$ cat src/rtl/pes_traffic_pkg.sv
// Shared definitions for the junction traffic arbiter: light codes, FSM states
// and default phase timings.
package pes_traffic_pkg;

    localparam int DEF_MIN_GREEN   = 8;
    localparam int DEF_MAX_GREEN   = 32;
    localparam int DEF_YELLOW_TIME = 3;
    localparam int DEF_ALLRED_TIME = 2;

    localparam logic [2:0]  LIGHT_RED    = 3'b100;
    localparam logic [2:0]  LIGHT_YELLOW = 3'b010;
    localparam logic [2:0]  LIGHT_GREEN  = 3'b001;
    localparam logic [11:0] ALL_RED      = {4{LIGHT_RED}};

    typedef enum logic [1:0] {
        IDLE   = 2'd0,
        GREEN  = 2'd1,
        YELLOW = 2'd2,
        ALLRED = 2'd3
    } state_t;

    // All approaches RED except approach id, which shows color.
    function automatic logic [11:0] light_word(input logic [1:0] id, input logic [2:0] color);
        logic [11:0] w;
        w = ALL_RED;
        case (id)
            2'd0:    w[2:0]  = color;
            2'd1:    w[5:3]  = color;
            2'd2:    w[8:6]  = color;
            default: w[11:9] = color;
        endcase
        return w;
    endfunction

endpackage

$ cat src/rtl/pes_rr_pick.sv
// Rotating-priority pick: the first requesting approach at or after ptr,
// wrapping modulo 4.
module pes_rr_pick (
    input  logic [3:0] req,
    input  logic [1:0] ptr,
    output logic [1:0] pick,
    output logic       any
);

    logic [1:0] idx;

    always_comb begin
        pick = ptr;
        idx  = ptr;
        any  = |req;
        // Scan farthest offset first so the nearest requester overwrites it.
        for (int k = 3; k >= 0; k--) begin
            idx = ptr + 2'(k);
            if (req[idx]) begin
                pick = idx;
            end
        end
    end

endmodule

$ cat src/rtl/pes_junction_arbiter.sv
// Four-approach traffic junction arbiter: rotating grant, minimum/maximum
// green, fixed yellow and all-red clearance. All outputs are registered.
module pes_junction_arbiter
    import pes_traffic_pkg::*;
#(
    parameter int MIN_GREEN   = DEF_MIN_GREEN,
    parameter int MAX_GREEN   = DEF_MAX_GREEN,
    parameter int YELLOW_TIME = DEF_YELLOW_TIME,
    parameter int ALLRED_TIME = DEF_ALLRED_TIME
) (
    input  logic        clk,
    input  logic        rst_n,
    input  logic [3:0]  req,
    output logic [11:0] lights,
    output logic        grant_valid,
    output logic [1:0]  grant_id,
    output state_t      state_dbg
);

    localparam int TW = $clog2(MAX_GREEN + 1);

    localparam logic [TW-1:0] MIN_LAST = TW'(MIN_GREEN - 1);
    localparam logic [TW-1:0] MAX_LAST = TW'(MAX_GREEN - 1);
    localparam logic [TW-1:0] MAX_SAT  = TW'(MAX_GREEN);
    localparam logic [TW-1:0] Y_LAST   = TW'(YELLOW_TIME - 1);
    localparam logic [TW-1:0] A_LAST   = TW'(ALLRED_TIME - 1);

    state_t      state;
    logic [1:0]  ptr;
    logic [TW-1:0] timer;

    logic [1:0]  pick;
    logic        any;
    logic        own_req;
    logic        other_req;
    logic        end_green;

    pes_rr_pick u_pick (
        .req  (req),
        .ptr  (ptr),
        .pick (pick),
        .any  (any)
    );

    assign own_req   = req[grant_id];
    assign other_req = |(req & ~(4'b0001 << grant_id));
    assign end_green = (!own_req && (timer >= MIN_LAST)) ||
                       (own_req && other_req && (timer == MAX_LAST));
    assign state_dbg = state;

    // Handshake-free block: req is a level, sampled only in GREEN and at the
    // IDLE / last-ALLRED selection edges; everything else ignores it.
    always_ff @(posedge clk or negedge rst_n) begin
        if (!rst_n) begin
            state       <= IDLE;
            lights      <= ALL_RED;
            grant_valid <= 1'b0;
            grant_id    <= 2'd0;
            ptr         <= 2'd0;
            timer       <= '0;
        end else begin
            case (state)
                IDLE: begin
                    timer <= '0;
                    if (any) begin
                        state       <= GREEN;
                        grant_id    <= pick;
                        grant_valid <= 1'b1;
                        lights      <= light_word(pick, LIGHT_GREEN);
                    end
                end
                GREEN: begin
                    if (end_green) begin
                        state  <= YELLOW;
                        lights <= light_word(grant_id, LIGHT_YELLOW);
                        timer  <= '0;
                    end else if (timer != MAX_SAT) begin
                        timer <= timer + 1'b1;
                    end
                end
                YELLOW: begin
                    if (timer == Y_LAST) begin
                        state       <= ALLRED;
                        lights      <= ALL_RED;
                        grant_valid <= 1'b0;
                        ptr         <= grant_id + 2'd1;
                        timer       <= '0;
                    end else begin
                        timer <= timer + 1'b1;
                    end
                end
                default: begin
                    if (timer == A_LAST) begin
                        timer <= '0;
                        if (any) begin
                            state       <= GREEN;
                            grant_id    <= pick;
                            grant_valid <= 1'b1;
                            lights      <= light_word(pick, LIGHT_GREEN);
                        end else begin
                            state <= IDLE;
                        end
                    end else begin
                        timer <= timer + 1'b1;
                    end
                end
            endcase
        end
    end

endmodule

$ cat config.mk
export PLATFORM = sky130hd
export DESIGN_NAME = pes_junction_arbiter
export DESIGN_NICKNAME = d
export VERILOG_FILES = /design/src/rtl/pes_traffic_pkg.sv /design/src/rtl/pes_rr_pick.sv /design/src/rtl/pes_junction_arbiter.sv
export SDC_FILE = /design/constraint.sdc
export NUM_CORES = 1
export LEC_CHECK = 0
export CORE_ASPECT_RATIO = 0.6
export CORE_MARGIN = 4
export CORE_UTILIZATION = 49
export CTS_CLUSTER_DIAMETER = 200
export DETAILED_ROUTE_END_ITERATION = 12
export PLACE_DENSITY = 0.83
export RECOVER_POWER = 100
export SLEW_MARGIN = 20
export SYNTH_ARGS = -nofsm -noshare
export SYNTH_HDL_FRONTEND = slang
export SYNTH_SLANG_ARGS = --single-unit
$ cat constraint.sdc
create_clock -name clk -period 2.1 [get_ports clk]
set_clock_uncertainty 0.1 [all_clocks]
set_input_delay 0.315 -clock clk [delete_from_list [all_inputs] [get_ports clk]]
set_output_delay 0.315 -clock clk [all_outputs]
set_load 0.01 [all_outputs]
==> impl_metrics.json <==
{
  "status": "finished with violations",
  "violations": "setup timing",
  "wl_met1_um": 2140,
  "crit_cells": 6,
  "yosys.cell_count.top_type": "sky130_fd_sc_hd__dfrtp_1",
  "worst_hold_startpoint": "grant_valid",
  "cts_buffers": 3,
  "clock_sinks": 25,
  "total_leakage_power_uw": 0.00110,
  "synth_top_cells_by_area": "sky130_fd_sc_hd__dfrtp_1 (31%), sky130_fd_sc_hd__ha_1 (8.8%), sky130_fd_sc_hd__mux2_4 (8.8%)",
  "num_io_pins": 23,
  "syn2layout_area_growth_pct": 38.6,
  "worst-endpoint-required_ns": 2.16,
  "power_density_mw_per_mm2": 1560,
  "die_width_um": 84.1,
  "die_area_mm2": 0.00451,
  "cp_max_fo": 12,
  "clockBufferDepth": 2,
  "ir_worst_vdd_mv": 0.805,
  "insertion_delay_of_the_later_clocked_pin_in_the_worst_skew_pair_ns": 0.27,
  "vertical_extent_of_the_die_um": 53.6,
  "initial_utilization_pct": 51.5,
  "post_synth_most_frequent_cells": "sky130_fd_sc_hd__dfrtp_1 (21), sky130_fd_sc_hd__inv_1 (13), sky130_fd_sc_hd__nor2_1 (13)",
  "hold_slack_ns": 0.408,
  "initial_antenna_violation_count": 0,
  "cts_hold_buf": 0,
  "synth_enable_flop_cells": 0,
  "postSynth.asyncResetShare_pct": 100,
  "globalRouteOverflowTotal": 0,
  "grt_pass1_wl_um": 7150,
  "core_area_mm2": 0.00330,
  "post_synth_inst_count": 165,
  "fmax_ghz": 0.460,
  "synth_fp_nets": 183,
  "worst_slack_ns": -0.0719,
  "timing.critical_path.to": "lights[7]",
  "detailed_place_hpwl_um": 3470,
  "post_drt_wl_per_cell_um": 16.7,
  "final-hold-violation-count": 0,
  "totalNegativeSetupSlack_ns": -0.685,
  "worst-r2r-cell-count": 6,
  "path_cells": "mux4_2, o21ai_2, a31oi_4, a211oi_4, buf_12, mux2_4",
  "critical_path.top_delay_family": "multiplexers",
  "gpl.final_weighted_congestion": 0.918,
  "synth-main-ff-cell": "sky130_fd_sc_hd__dfrtp_1",
  "tritoncts": "yes",
  "vias": 1483,
  "cp_slowest_stage_delay_ns": 0.54,
  "worst_reg2reg_endpoint": "lights[7]",
  "via_per_inst": 5.51,
  "syn_area_per_cell_um2": 10.3,
  "cts.htree.levels": 1,
  "drive_gt1_share_pct": 37.1,
  "first_global_vias": 1511,
  "timing.final.crit_share_pct": 103,
  "regToRegSetupSlack_ns": -0.07,
  "cts.clk_slew.worst_paths_ns": 0.09,
  "yosys.area.top_type": "sky130_fd_sc_hd__dfrtp_1",
  "ys_seq_elements": 25,
  "fp-row-count": 16,
  "buffer_ports.inserted": 22,
  "synth_top_area_share_pct": 30.9,
  "detail_route.drc_violations": 0,
  "antennaDiodeCount": 0,
  "synth_seq_area_share_pct": 37.1,
  "timing.critical_path.buf_inv": 1,
  "cts_root_buf": "sky130_fd_sc_hd__clkbuf_8",
  "fin_nets": 243,
  "wl_met2_um": 2090,
  "maxSlewHeadroom_pct": 6.95,
  "arrival_ns": 2.23,
  "met3_wirelength_um": 221,
  "fin_total_pwr_uw": 3670,
  "fin_crit_ns": 2.17,
  "timing.final.setup_violations": 12,
  "drt_iter0_drc": 73,
  "grt_setup_unrepaired": "yes",
  "maximum_number_of_pins_on_one_net_before_global_route_repair": 26,
  "final-max-slew-violation-count": 0,
  "end_kind": "flip-flop",
  "drt_pass1_iterations": 4,
  "crit_path_top_delay_cell": "sky130_fd_sc_hd__mux4_2",
  "worstSetupStartpoint": "grant_id[0]",
  "ant_nets": 0,
  "timing_worst_setup_path_type": "flip-flop to flip-flop",
  "filler_cell_count": 245,
  "synthesis.area_mm2": 0.00170,
  "grt_usage_pct": 20.2,
  "drt_wl_total_um": 4490,
  "type_of_the_tightest_min_delay_check": "flip-flop to flip-flop",
  "timing_worst_slew_pin_value_ns": 1.40,
  "start_kind": "flip-flop",
  "dr.max_layer_used": "met4",
  "synth_cell_types": 47,
  "yosysWarningCount": 0,
  "timing.rr.start": "grant_id[0]",
  "maxCapViolCount": 0
}
repair_timing:
action                                  CTS  global route
gates cloned                              0             0
gates resized for setup                   9            15
endpoints found under the setup margin   17            18
pin swaps                                 0             2
setup buffers                             0             3
per-stage QoR:
step / instance area, um2 / worst slack, ns / cells / util (%)
floorplan: 1720 / -0.0659 / 165 / -
global placement: 2220 / -0.335 / 262 / 67.2
detailed placement: 2220 / -0.355 / 262 / 67.2
CTS: 2300 / -0.107 / 266 / 69.5
global route: 2360 / -0.124 / 269 / 71.3
finish: 2360 / -0.0719 / 269 / 71.3
worst min path at each step:
| stage | end | slack, ns | cells past startpoint |
|---|---|---|---|
| final | grant_valid | 0.41 | 2 |
| after global routing | lights[10] | 0.43 | 1 |
| after CTS | lights[0] | 0.31 | 2 |
| after detailed placement | lights[9] | 0.40 | 1 |
| after global placement | grant_valid | 0.38 | 2 |
| after floorplan | grant_id[0] | -0.08 | 0 |
layout make-up:
type / count / area [um2] / area share (%)
clock buffers: 4 / 45.0 / 1.91
repair buffers: 60 / 512 / 21.7
well taps: 45 / 56.3 / 2.39
inverters: 13 / 48.8 / 2.07
multi-input cells: 122 / 1060 / 45.0
flip-flops and latches: 25 / 633 / 26.9
layout by cell type, fill, tap and decap left out, drive strengths merged, types with 2 or more instances in the layout:
cell / count
a2111oi: 2
a21oi: 10
a22oi: 2
a31oi: 2
and2: 3
and3: 4
buf: 36
clkbuf: 6
clkdlybuf4s50: 5
dfrtp: 21
dfstp: 4
dlygate4sd2: 2
dlygate4sd3: 15
ha: 12
inv: 13
mux2: 15
nand2: 9
nand2b: 4
nand3: 3
nor2: 13
nor2b: 2
nor3: 6
nor3b: 3
o211ai: 2
o21ai: 7
o31a: 2
or2b: 2
or3: 3
xnor2: 2
xor2: 2
power breakdown:
part,switching [uW],internal (uW)
Combinational,1210,1330
Sequential,152,690
Clock,155,136
Total,1520,2160
worst reg2reg max path, stage by stage, from the launching register on:
cell and delay (ns):
sky130_fd_sc_hd__dfrtp_2 0.44, sky130_fd_sc_hd__mux4_2 0.54, sky130_fd_sc_hd__o21ai_2 0.20, sky130_fd_sc_hd__a31oi_4 0.06
sky130_fd_sc_hd__a211oi_4 0.21, sky130_fd_sc_hd__buf_12 0.19, sky130_fd_sc_hd__mux2_4 0.31
registers in the layout, summed over array words and instances (netlist names):
name,flops
lights,12
state_dbg,2
ptr,2
timer,6
grant_id,2
grant_valid,1
metal layers:
layer,up-vias,GRT usage (%)
met3,8,4.89
met5,-,0
met2,41,33.8
met1,733,27.0
met4,0,5.08
li1,701,-
cells by family after synthesis:
logic type / after synthesis / synth area share (%)
compound gates: 34 / 14.5
xor+xnor: 4 / 2.06
fa+ha+maj: 12 / 8.83
buf+inv: 18 / 5.74
flops: 25 / 37.1
mux: 17 / 14.1
simple gates: 55 / 17.7
(Power assumes the default switching activity.)
